File: src/rtl/adc_sample_averager.sv
// rtl/adc_sample_averager.sv - triggers MCP3201 conversions, averages 2^LOG2_AVG samples, valid/ready output
module adc_sample_averager #(
  parameter int SAMPLE_PERIOD = 256,
  parameter int LOG2_AVG      = 4,
  parameter int TIMEOUT       = 4096
) (
  input  logic        clk,
  input  logic        rst,
  input  logic        enable,
  output logic        adc_start,
  input  logic        adc_busy,
  input  logic        adc_new_data,
  input  logic [11:0] adc_data,
  output logic [11:0] avg_data,
  output logic        avg_valid,
  input  logic        avg_ready,
  output logic        overrun,
  output logic        timeout_err,
  input  logic        clear_status
);

  localparam int AW = 12 + LOG2_AVG;
  localparam int CW = LOG2_AVG + 1;
  localparam int PW = $clog2(SAMPLE_PERIOD);
  localparam int TW = $clog2(TIMEOUT + 1);
  localparam logic [PW-1:0] PER_LAST = PW'(SAMPLE_PERIOD - 1);
  localparam logic [TW-1:0] TO_LAST  = TW'(TIMEOUT - 1);
  localparam logic [CW-1:0] CNT_FULL = CW'(1 << LOG2_AVG);

  typedef enum logic [2:0] {
    IDLE      = 3'd0,
    WAIT_TICK = 3'd1,
    REQ       = 3'd2,
    CONV      = 3'd3,
    ACCUM     = 3'd4
  } state_t;

  state_t        state_q, state_d;
  logic          busy_meta_q, busy_s_q, nd_meta_q, nd_s_q, nd_dly_q;
  logic [PW-1:0] per_q, per_d;
  logic [TW-1:0] tcnt_q, tcnt_d;
  logic [AW-1:0] acc_q, acc_d;
  logic [CW-1:0] cnt_q, cnt_d;
  logic          start_q, start_d;
  logic [11:0]   avg_data_q, avg_data_d;
  logic          avg_valid_q, avg_valid_d;
  logic          overrun_q, overrun_d;
  logic          timeout_q, timeout_d;
  logic          tick, nd_rise, ovr_set, to_set;

  assign tick    = enable && (per_q == PER_LAST);
  assign nd_rise = nd_s_q & ~nd_dly_q;

  always_comb begin
    state_d     = state_q;
    start_d     = start_q;
    acc_d       = acc_q;
    cnt_d       = cnt_q;
    tcnt_d      = tcnt_q;
    avg_data_d  = avg_data_q;
    avg_valid_d = avg_valid_q;
    ovr_set     = 1'b0;
    to_set      = 1'b0;
    per_d       = (enable && !tick) ? per_q + PW'(1) : '0;

    if (avg_valid_q && avg_ready) avg_valid_d = 1'b0;

    case (state_q)
      IDLE: if (enable) state_d = WAIT_TICK;
      WAIT_TICK: begin
        if (!enable) begin
          state_d = IDLE;
          acc_d   = '0;
          cnt_d   = '0;
        end else if (tick) begin
          start_d = 1'b1;
          tcnt_d  = '0;
          state_d = REQ;
        end
      end
      REQ: begin
        if (busy_s_q) begin
          start_d = 1'b0;
          state_d = CONV;
        end else if (tcnt_q == TO_LAST) begin
          to_set  = 1'b1;
          start_d = 1'b0;
          state_d = WAIT_TICK;
        end else begin
          tcnt_d = tcnt_q + TW'(1);
        end
      end
      CONV: begin
        // a missed sample keeps the partial sum; the next tick simply retries
        if (nd_rise) begin
          acc_d   = acc_q + AW'(adc_data);
          cnt_d   = cnt_q + CW'(1);
          state_d = ACCUM;
        end else if (tcnt_q == TO_LAST) begin
          to_set  = 1'b1;
          state_d = WAIT_TICK;
        end else begin
          tcnt_d = tcnt_q + TW'(1);
        end
      end
      ACCUM: begin
        if (cnt_q == CNT_FULL) begin
          avg_data_d  = acc_q[AW-1:LOG2_AVG];
          avg_valid_d = 1'b1;
          ovr_set     = avg_valid_q && !avg_ready;
          acc_d       = '0;
          cnt_d       = '0;
        end
        state_d = WAIT_TICK;
      end
      default: state_d = IDLE;
    endcase

    overrun_d = ovr_set | (overrun_q & ~clear_status);
    timeout_d = to_set  | (timeout_q & ~clear_status);
  end

  always_ff @(posedge clk or posedge rst) begin
    if (rst) begin
      state_q     <= IDLE;
      busy_meta_q <= 1'b0;
      busy_s_q    <= 1'b0;
      nd_meta_q   <= 1'b0;
      nd_s_q      <= 1'b0;
      nd_dly_q    <= 1'b0;
      per_q       <= '0;
      tcnt_q      <= '0;
      acc_q       <= '0;
      cnt_q       <= '0;
      start_q     <= 1'b0;
      avg_data_q  <= '0;
      avg_valid_q <= 1'b0;
      overrun_q   <= 1'b0;
      timeout_q   <= 1'b0;
    end else begin
      state_q     <= state_d;
      busy_meta_q <= adc_busy;
      busy_s_q    <= busy_meta_q;
      nd_meta_q   <= adc_new_data;
      nd_s_q      <= nd_meta_q;
      nd_dly_q    <= nd_s_q;
      per_q       <= per_d;
      tcnt_q      <= tcnt_d;
      acc_q       <= acc_d;
      cnt_q       <= cnt_d;
      start_q     <= start_d;
      avg_data_q  <= avg_data_d;
      avg_valid_q <= avg_valid_d;
      overrun_q   <= overrun_d;
      timeout_q   <= timeout_d;
    end
  end

  assign adc_start   = start_q;
  assign avg_data    = avg_data_q;
  assign avg_valid   = avg_valid_q;
  assign overrun     = overrun_q;
  assign timeout_err = timeout_q;

endmodule

File: config.mk
export PLATFORM = sky130hd
export DESIGN_NAME = adc_sample_averager
export DESIGN_NICKNAME = d
export VERILOG_FILES = /design/src/rtl/adc_sample_averager.sv
export SDC_FILE = /design/constraint.sdc
export NUM_CORES = 1
export LEC_CHECK = 0
export CAP_MARGIN = 15
export CELL_PAD_IN_SITES_DETAIL_PLACEMENT = 0
export CELL_PAD_IN_SITES_GLOBAL_PLACEMENT = 1
export CORE_ASPECT_RATIO = 0.75
export CORE_UTILIZATION = 45
export CTS_CLUSTER_DIAMETER = 200
export DETAILED_ROUTE_END_ITERATION = 12
export GPL_TIMING_DRIVEN = 0
export PLACE_DENSITY_LB_ADDON = 0.1
export SYNTH_ARGS = -nofsm -noshare
export SYNTH_HDL_FRONTEND = slang
export SYNTH_SLANG_ARGS = --single-unit
export TNS_END_PERCENT = 30
File: constraint.sdc
create_clock -name clk -period 2.4 [get_ports clk]
set_input_delay 0.36 -clock clk [delete_from_list [all_inputs] [get_ports clk]]
set_output_delay 0.36 -clock clk [all_outputs]
set_load 0.005 [all_outputs]
==> results of run 1 <==
state kept, by name, indices dropped and copies added (netlist names):
signal,cells
cnt_q,5
state_q,3
nd_s_q,1
per_q,8
overrun,1
adc_start,1
avg_data,12
nd_meta_q,1
busy_s_q,1
tcnt_q,13
acc_q,16
timeout_err,1
avg_valid,1
busy_meta_q,1
nd_dly_q,1
worst min path at each step:
stage          cells past startpoint  slack [ns]        to
2_1_floorplan                      0        0.33  busy_s_q
3_3_place_gp                       0        0.33    nd_s_q
3_5_place_dp                       0        0.34    nd_s_q
4_1_cts                            0        0.36    nd_s_q
5_1_grt                            0        0.36    nd_s_q
6_report                           0        0.36    nd_s_q
cell type report:
class | count | area (sq um)
sequential | 66 | 1652
fill | 693 | 3217
timing repair buffer | 34 | 340.3
inverter | 16 | 62.56
multi-input combinational | 262 | 1818
clock inverter | 6 | 90.09
buffer | 8 | 56.30
tap | 101 | 126.4
clock buffer | 10 | 137.6
per-stage QoR:
step | setup slack (ns) | area (sq um)
6_report | 0.1310 | 4283
4_1_cts | 0.01193 | 4274
3_5_place_dp | -0.3376 | 4046
5_1_grt | 0.01075 | 4283
3_3_place_gp | -0.8740 | 4044
2_1_floorplan | 0.3852 | 3577
worst max-delay path, cell delays in order:
cell and delay (ns):
clkdlybuf4s50_1 0.47, ha_1 0.19, inv_1 0.06, fa_2 0.36, nor2b_2 0.14, o31a_1 0.25
o211ai_1 0.14, a21oi_2 0.23, o21ai_0 0.10, a21o_1 0.19
per-layer routing:
| layer | global-route usage | vias up | share of wire |
|---|---|---|---|
| met5 | 0 | - | 0 |
| met4 | 0.04225 | 0 | 0.0061 |
| met3 | 0.06322 | 4 | 0.055 |
| met2 | 0.2768 | 69 | 0.38 |
| met1 | 0.3087 | 1303 | 0.55 |
| li1 | - | 1365 | - |
power by group:
part           switching, W  internal (W)  leakage (nW)
clock network      0.000450      0.000615         0.112
logic              0.000230      0.000149         0.863
registers         0.0000348       0.00115         0.904
cells in the mapped netlist (all sizes together), types with 3 or more instances:
| library cell | n |
|---|---|
| o21a | 3 |
| or2 | 5 |
| a31oi | 10 |
| nand3 | 13 |
| a21oi | 15 |
| nand2 | 43 |
| nor3 | 7 |
| nor2 | 30 |
| and3 | 5 |
| inv | 15 |
| xnor2 | 3 |
| o21ai | 35 |
| a211oi | 4 |
| buf | 6 |
| ha | 16 |
| dfrtp | 66 |
| a21o | 5 |
| a22o | 3 |
| mux2 | 12 |
| xor2 | 8 |
| nor2b | 4 |
kinds of logic (layout without fill, tap and decap cells):
| group | count (synthesis) | after routing |
|---|---|---|
| AND/OR/NAND/NOR | 125 | 125 |
| AO/OA/AOI/OAI | 96 | 96 |
| XOR/XNOR | 11 | 11 |
| flip-flops | 66 | 66 |
| multiplexers | 13 | 13 |
| adder cells (fa/ha/maj) | 17 | 17 |
| buffers and inverters | 24 | 74 |
repair_timing:
item / in CTS / in global routing
setup endpoints to repair: 0 / 4
resized for setup: 0 / 3
setup buffers: 0 / 0
==> key figures, run 1 <==
Worst setup path
  – Worst r2r path cells: 9
  – Kind of critical path: primary input to register
  – Crit path DAT: ~2.5 ns
  – CP startpoint kind: primary input
  – CP Capture Type: register
  – R2R Path Start: acc_q[0]
  – Reg2reg end: acc_q[10]
  – Worst path required time: 2.63 ns
  – CP endpoint: acc_q[12]
  – Largest fanout on the critical path: 4
  – CP Launch Point: adc_data[0]
  – R2R setup slack: roughly 0.24 ns

Route
  – Post-Route WL: between 7 and 8 mm
  – Detailed router's first-iteration violation count: 159
  – Drt first pass iters: 4
  – Vias/cell: 5.449
  – Via count: 2741
  – Drt wl/cell: 15.21 um
  – Antenna Nets Post-Route: 0
  – Drc violations: 0

Final layout
  – Fraction of layout cells with a size suffix above 1: 0.1493
  – Commonest non-fill, non-tap cells in the layout: dfrtp_1 (66), nand2_1 (43), clkdlybuf4s50_1 (34)
  – Post-Layout Cell Count: around 500
  – Final nets: 433
  – Ant diodes: 0
  – Final core utilization: 0.5711
  – Area growth syn-to-layout: 19.73%
  – Commonest non-fill, non-tap cell in the layout: dfrtp_1

Synth
  – Yosys warnings: 0
  – Post-synth EDFFs: 0
  – Netlist Area Pre-Place: 3577 sq um
  – Unique cell type count in the Yosys netlist: 66
  – Simple-gate area share of the yosys netlist: 0.1784
  – Synth Net Count: 388
  – Cell taking the most area after synthesis: dfrtp_1
  – Ranking of synthesized cells by area: dfrtp_1 (46%), ha_1 (5.6%), nand2_1 (4.5%)
  – Cell count after synthesis: 352
  – Mapped Avg Cell Area: 10.16 sq um
  – Main combinational cell family by area after synthesis: compound AO/OA/AOI/OAI gates
  – Mux share of post-synthesis cell area: 0.04687
  – Compound-Gate Fraction of Synth Area: 0.1920
  – Fraction of registers with async set/reset: 1.000
  – Post-synthesis register bit count: 66
  – Register area share after synthesis: 0.4617
  – Ys flop type: dfrtp_1
  – Post-synth top area share: 0.4617
  – Adder-Cell Fraction of Synth Area: 0.06156
  – Xor-xnor portion of the synthesized cell area: 0.02693

Run
  – Max Cap Viol: 0

Floorplanning
  – Initial core utilization: 0.4770
  – Die Y: 79.22 um
  – Die W: 105.0 um
  – Row count: 27
  – DIE AREA: slightly above 8000 sq um
  – IO Pins: 35
  – Core area: 7500 sq um

Placed design
  – Routability cong.: between 0.8 and 0.9
  – Port bufs: 34
  – Post-DP HPWL: around 5.4 mm
  – Placed cell count: about 490

Pwr
  – Standby leakage power: 1.880 nW
  – Worst VDD drop: about 0.00032 V
  – Total Power: 0.002628 W
  – PwrDens: approximately 600 nW/um^2

CTS
  – Clock Path Buffers: 2
  – H-tree depth: 3
  – TritonCTS Buffers: 9
  – Latest clock arrival within the worst-skew pair: 0.34 ns
  – CTS Hold Buffers Added: 0
  – CTS tree: built
  – Worst-path clk slew: 0.08 ns
  – Clock sinks: 66
  – CTS root buf: clkbuf_8

Global route
  – GRT overflow: 0
  – Initial antenna violation count: 0
  – Vias in the first global route: ~2500
  – Largest net degree at the start of global routing: 67
  – Global-route wire length before repair: 12.97 mm
  – Global Route Usage Sum: 0.2025

Timing
  – RSZ-0062 raised after global routing: no
  – Final Max Slew Viols: 0
  – # setup viols final: 0
  – Hold Violations, Final: 0
  – Worst-Margin Slew: 0.8334 ns
  – Hold_ws: 0.3599 ns
  – Skew final: about 0.0085 ns
  – Final period util: 0.9454
  – Fin crit period: 2.269 ns
  – Max-slew headroom: 0.4444
  – Setup TNS: 0 ns
  – Max Fclk: 440.7 MHz

Min path
  – Hold Path Class: register to register
  – Hold Crit Start: nd_meta_q

Run status
  – Status: completed
Note: power is estimated with default switching activity, not from simulation.
==> run 2: changes to the inputs <==
--- a/config.mk
+++ b/config.mk
@@ -14,6 +14,7 @@
 export DETAILED_ROUTE_END_ITERATION = 12
 export GPL_TIMING_DRIVEN = 0
 export PLACE_DENSITY_LB_ADDON = 0.1
+export REMOVE_ABC_BUFFERS = 1
 export SYNTH_ARGS = -nofsm -noshare
 export SYNTH_HDL_FRONTEND = slang
 export SYNTH_SLANG_ARGS = --single-unit
==> key figures, run 2 (synthesized netlist as in run 1, its figures left out) <==
Run status
  – Status: completed

Route
  – Vias/cell: 5.295
  – Antenna Nets Post-Route: 0
  – Drt first pass iters: 4
  – Detailed router's first-iteration violation count: approximately 110
  – Via count: about 2600
  – Post-Route WL: 7.024 mm
  – Drt wl/cell: 14.19 um
  – Drc violations: 0

CTS
  – CTS tree: built
  – CTS Hold Buffers Added: 0
  – CTS root buf: clkbuf_8
  – Clock Path Buffers: 2
  – Latest clock arrival within the worst-skew pair: 0.35 ns
  – H-tree depth: 3
  – Post-CTS Setup Inserts: 0
  – Clock sinks: 66
  – TritonCTS Buffers: 9
  – Worst-path clk slew: 0.07 ns

Min path
  – Min-Delay Path Depth: 0
  – Hold Path Class: register to register

Timing
  – Setup TNS: 0 ns
  – Skew final: between 0.01 and 0.015 ns
  – Max-slew headroom: 0.4699
  – Max Fclk: 437.7 MHz
  – # setup viols final: 0
  – Hold_ws: 0.3488 ns
  – Final period util: 0.9518
  – Hold Violations, Final: 0
  – Final Max Slew Viols: 0
  – Fin crit period: 2.284 ns
  – RSZ-0062 raised after global routing: yes
  – Worst-Margin Slew: between 0.7 and 0.8 ns

Pwr
  – Worst VDD drop: 0.0003087 V
  – Total Power: approximately 0.0025 W
  – Standby leakage power: ~1.8 nW
  – PwrDens: 586.3 nW/um^2

Worst setup path
  – Crit path DAT: about 2.5 ns
  – CP Capture Type: register
  – Worst r2r path cells: 7
  – CP startpoint kind: primary input
  – Kind of critical path: primary input to register
  – Largest fanout on the critical path: 4
  – Worst path required time: ~2.6 ns

Global route
  – Global-route wire length before repair: between 10 and 15 mm
  – Global Route Usage Sum: 0.1919
  – Initial antenna violation count: 0
  – Largest net degree at the start of global routing: 67
  – GRT overflow: 0
  – Vias in the first global route: approximately 2600

Placed design
  – Post-DP HPWL: 4.958 mm
  – Placed Instance Area: 3990 sq um
  – Routability cong.: 0.8059
  – Port bufs: 34

Final layout
  – Design Area, Final: approximately 4200 sq um
  – Final core utilization: 0.5602
  – Commonest non-fill, non-tap cell in the layout: dfrtp_1
  – Commonest non-fill, non-tap cells in the layout: dfrtp_1 (66), nand2_1 (43), clkdlybuf4s50_1 (34)
  – Area growth syn-to-layout: 17.45%
  – Final nets: 425
  – Max reg flops: 16
  – Area of the multi-input gates: 1826 sq um
  – Fraction of layout cells with a size suffix above 1: 0.1396
  – # fillers: 685
  – Ant diodes: 0
  – FF+latch area: between 1500 and 2000 sq um
  – Largest Register: acc_q

Floorplanning
  – Initial core utilization: 0.4770
  – DIE AREA: 8314 sq um
  – Row count: 27
  – Core area: between 7000 and 8000 sq um
  – Die Y: 79.22 um
  – Die W: roughly 100 um
  – IO Pins: 35

Run
  – Max Cap Viol: 0
-- run 2: changes by cell type in the layout (fill, tap and decap cells not counted), sizes merged --
cell,previous run,this run
clkinv,4,5
buf,6,0
clkinvlp,1,0
clkbuf,12,11
bufinv,2,1
-- run 2: timing repair --
item | CTS | global route
pin swaps | 0 | 3
gates resized for setup | 1 | 4
endpoints found under the setup margin | 8 | 8
hold endpoints to repair | 0 | 0
gates cloned | 0 | 0
-- run 2: where the power goes --
| group | switching [W] | internal [W] | total, W |
|---|---|---|---|
| Clock | 0.000423 | 0.000505 | 0.000928 |
| Sequential | 0.0000489 | 0.00115 | 0.00120 |
| Combinational | 0.000204 | 0.000135 | 0.000338 |
-- run 2: area by class of cell --
| class | instances | area share |
|---|---|---|
| Clock buffer | 11 | 0.03365 |
| Clock inverter | 5 | 0.01281 |
| Inverter | 16 | 0.01489 |
| Multi-Input combinational cell | 262 | 0.4345 |
| Sequential cell | 66 | 0.3931 |
| Tap cell | 101 | 0.03008 |
| Timing Repair Buffer | 34 | 0.08100 |
-- run 2: worst paths after layout --
kind | slack [ns] | from | endpoint
max in group asynchronous | 1.35 | rst | nd_s_q
min in group asynchronous | 0.54 | rst | per_q[7]
setup reg to reg | 0.21 | tcnt_q[0] | tcnt_q[4]
setup / recovery | 0.12 | adc_data[0] | acc_q[12]
hold / removal | 0.35 | nd_meta_q | nd_s_q
hold reg to reg | 0.35 | nd_meta_q | nd_s_q
-- run 2: critical path: stages --
cell and delay (ns):
clkdlybuf4s50_1 0.46, ha_2 0.19, inv_1 0.05, fa_1 0.40
nor2b_1 0.16, o31a_1 0.26, o211ai_1 0.14, a21oi_2 0.22
o21ai_0 0.10, a21o_1 0.18
-- run 2: per-stage QoR --
stage	cells	setup slack, ns
floorplan	344	0.3852
global placement	479	-0.8270
detailed placement	479	-0.3126
CTS	495	0.06127
global route	495	-0.07022
finish	495	0.1156
-- run 2: routing by layer --
metal,vias up,part of all wire,global-route usage
li1,1343,-,-
met1,1231,0.56,0.2858
met2,41,0.39,0.2669
met3,6,0.040,0.05665
met4,0,0.0087,0.05493
met5,-,0,0
==> run 3: changes to the inputs <==
--- a/config.mk
+++ b/config.mk
@@ -13,9 +13,10 @@
 export CTS_CLUSTER_DIAMETER = 200
 export DETAILED_ROUTE_END_ITERATION = 12
 export GPL_TIMING_DRIVEN = 0
+export MAX_ROUTING_LAYER = met4
 export PLACE_DENSITY_LB_ADDON = 0.1
 export REMOVE_ABC_BUFFERS = 1
 export SYNTH_ARGS = -nofsm -noshare
 export SYNTH_HDL_FRONTEND = slang
 export SYNTH_SLANG_ARGS = --single-unit
-export TNS_END_PERCENT = 30
+export TNS_END_PERCENT = 20
==> key figures, run 3 (synthesized netlist as in run 1, its figures left out) <==
CTS
  – Worst-path clk slew: roughly 0.07 ns
  – Latest clock arrival within the worst-skew pair: 0.34 ns
  – CTS Hold Buffers Added: 0
  – CTS tree: built
  – TritonCTS Buffers: 9
  – CTS root buf: clkbuf_8
  – Post-CTS Resized: 1
  – Clock Path Buffers: 2
  – H-tree depth: 3
  – Post-CTS Setup Inserts: 0
  – Clock sinks: 66

Placed design
  – Port bufs: 34
  – Placed cell count: 479
  – Place WS: -0.3126 ns
  – Post-DP HPWL: 4.958 mm
  – Routability cong.: 0.8176

Final layout
  – Final nets: 425
  – Commonest non-fill, non-tap cells in the layout: dfrtp_1 (66), nand2_1 (43), clkdlybuf4s50_1 (34)
  – Fraction of layout cells with a size suffix above 1: 0.1345
  – # fillers: 684
  – Ant diodes: 0
  – Area growth syn-to-layout: 17.35%
  – Area of the multi-input gates: 1822 sq um
  – Final core utilization: 0.5597
  – FF+latch area: 1652 sq um
  – Post-Layout Cell Count: 495
  – Commonest non-fill, non-tap cell in the layout: dfrtp_1
  – Max reg flops: 16
  – Largest Register: acc_q

Timing
  – Max Fclk: ~440 MHz
  – Post-route setup slack: 0.1101 ns
  – Worst-Margin Slew: 0.7916 ns
  – Fin crit period: 2.290 ns
  – Final Max Slew Viols: 0
  – RSZ-0062 raised after global routing: yes
  – Hold Violations, Final: 0
  – # setup viols final: 0
  – Max-slew headroom: 0.4723
  – Skew final: 0.007507 ns
  – Final period util: 0.9541

Global route
  – Global-route wire length before repair: 12.38 mm
  – Largest net degree at the start of global routing: 67
  – GRT overflow: 0
  – Global Route Usage Sum: 0.1975
  – Vias in the first global route: 2555
  – Initial antenna violation count: 0

Floorplanning
  – DIE AREA: about 8300 sq um
  – Die W: 105.0 um
  – IO Pins: 35
  – Initial core utilization: 0.4770
  – Row count: 27
  – Core area: between 7000 and 8000 sq um
  – Die Y: 79.22 um

Worst setup path
  – CP Capture Type: register
  – Kind of critical path: primary input to register
  – Crit path DAT: 2.53 ns
  – Worst path required time: 2.64 ns
  – CP startpoint kind: primary input
  – Largest fanout on the critical path: 4

Route
  – Antenna Nets Post-Route: 0
  – Drt wl/cell: 14.18 um
  – Via count: 2623
  – Drc violations: 0
  – Drt first pass iters: 4
  – Post-Route WL: roughly 7 mm
  – Detailed router's first-iteration violation count: 77
  – Vias/cell: approximately 5.3

Run
  – Max Cap Viol: 0

Run status
  – Status: completed

Pwr
  – Standby leakage power: 1.838 nW
  – PwrDens: 585.4 nW/um^2
  – Worst VDD drop: 0.0003083 V

Min path
  – Hold Path Class: register to register
[run 3: stage by stage]
stage	area [sq um]	power [W]	setup TNS [ns]	hold slack, ns
after floorplan	3521	0.001450	0	0.3312
after global placement	3988	0.001552	-55.51	0.3355
after detailed placement	3990	0.001555	-1.548	0.3355
after CTS	4190	0.002488	0	0.3510
after global routing	4198	0.002590	-0.2211	0.3526
final	4198	0.002457	0	0.3488
[run 3: worst paths after layout]
check                                 end  slack (ns)  cells after the start   startpoint
worst max-delay path            acc_q[12]        0.11                     10  adc_data[0]
max in group asynchronous          nd_s_q        1.35                      2          rst
worst min-delay path               nd_s_q        0.35                      0    nd_meta_q
worst max register to register  acc_q[12]        0.17                      5   state_q[1]
min in group asynchronous        per_q[7]        0.54                      2          rst
worst min register to register     nd_s_q        0.35                      0    nd_meta_q
[run 3: report_power, final]
| part | internal, W | leakage [nW] | switching, W |
|---|---|---|---|
| Clock | 0.000505 | 0.103 | 0.000418 |
| Combinational | 0.000134 | 0.831 | 0.000203 |
| Sequential | 0.00115 | 0.904 | 0.0000493 |
[run 3: per-layer routing]
layer	track usage	part of all wire
met3	0.05665	0.033
met4	0.05493	0.0093
met5	-	0
met1	0.2858	0.56
met2	0.2669	0.39
[run 3: worst max-delay path, stage by stage]
cell	delay (ns)
clkdlybuf4s50_1	0.46
ha_1	0.18
inv_1	0.06
fa_1	0.40
nor2b_1	0.16
o31a_1	0.24
o211ai_1	0.16
a21oi_2	0.22
o21ai_0	0.10
a21o_1	0.18
[run 3: area by class of cell]
cell class	instances	area share
multi-input combinational	262	0.4340
inverter	16	0.01490
tap	101	0.03010
timing repair buffer	34	0.08107
clock buffer	11	0.03368
clock inverter	5	0.01282
sequential	66	0.3934
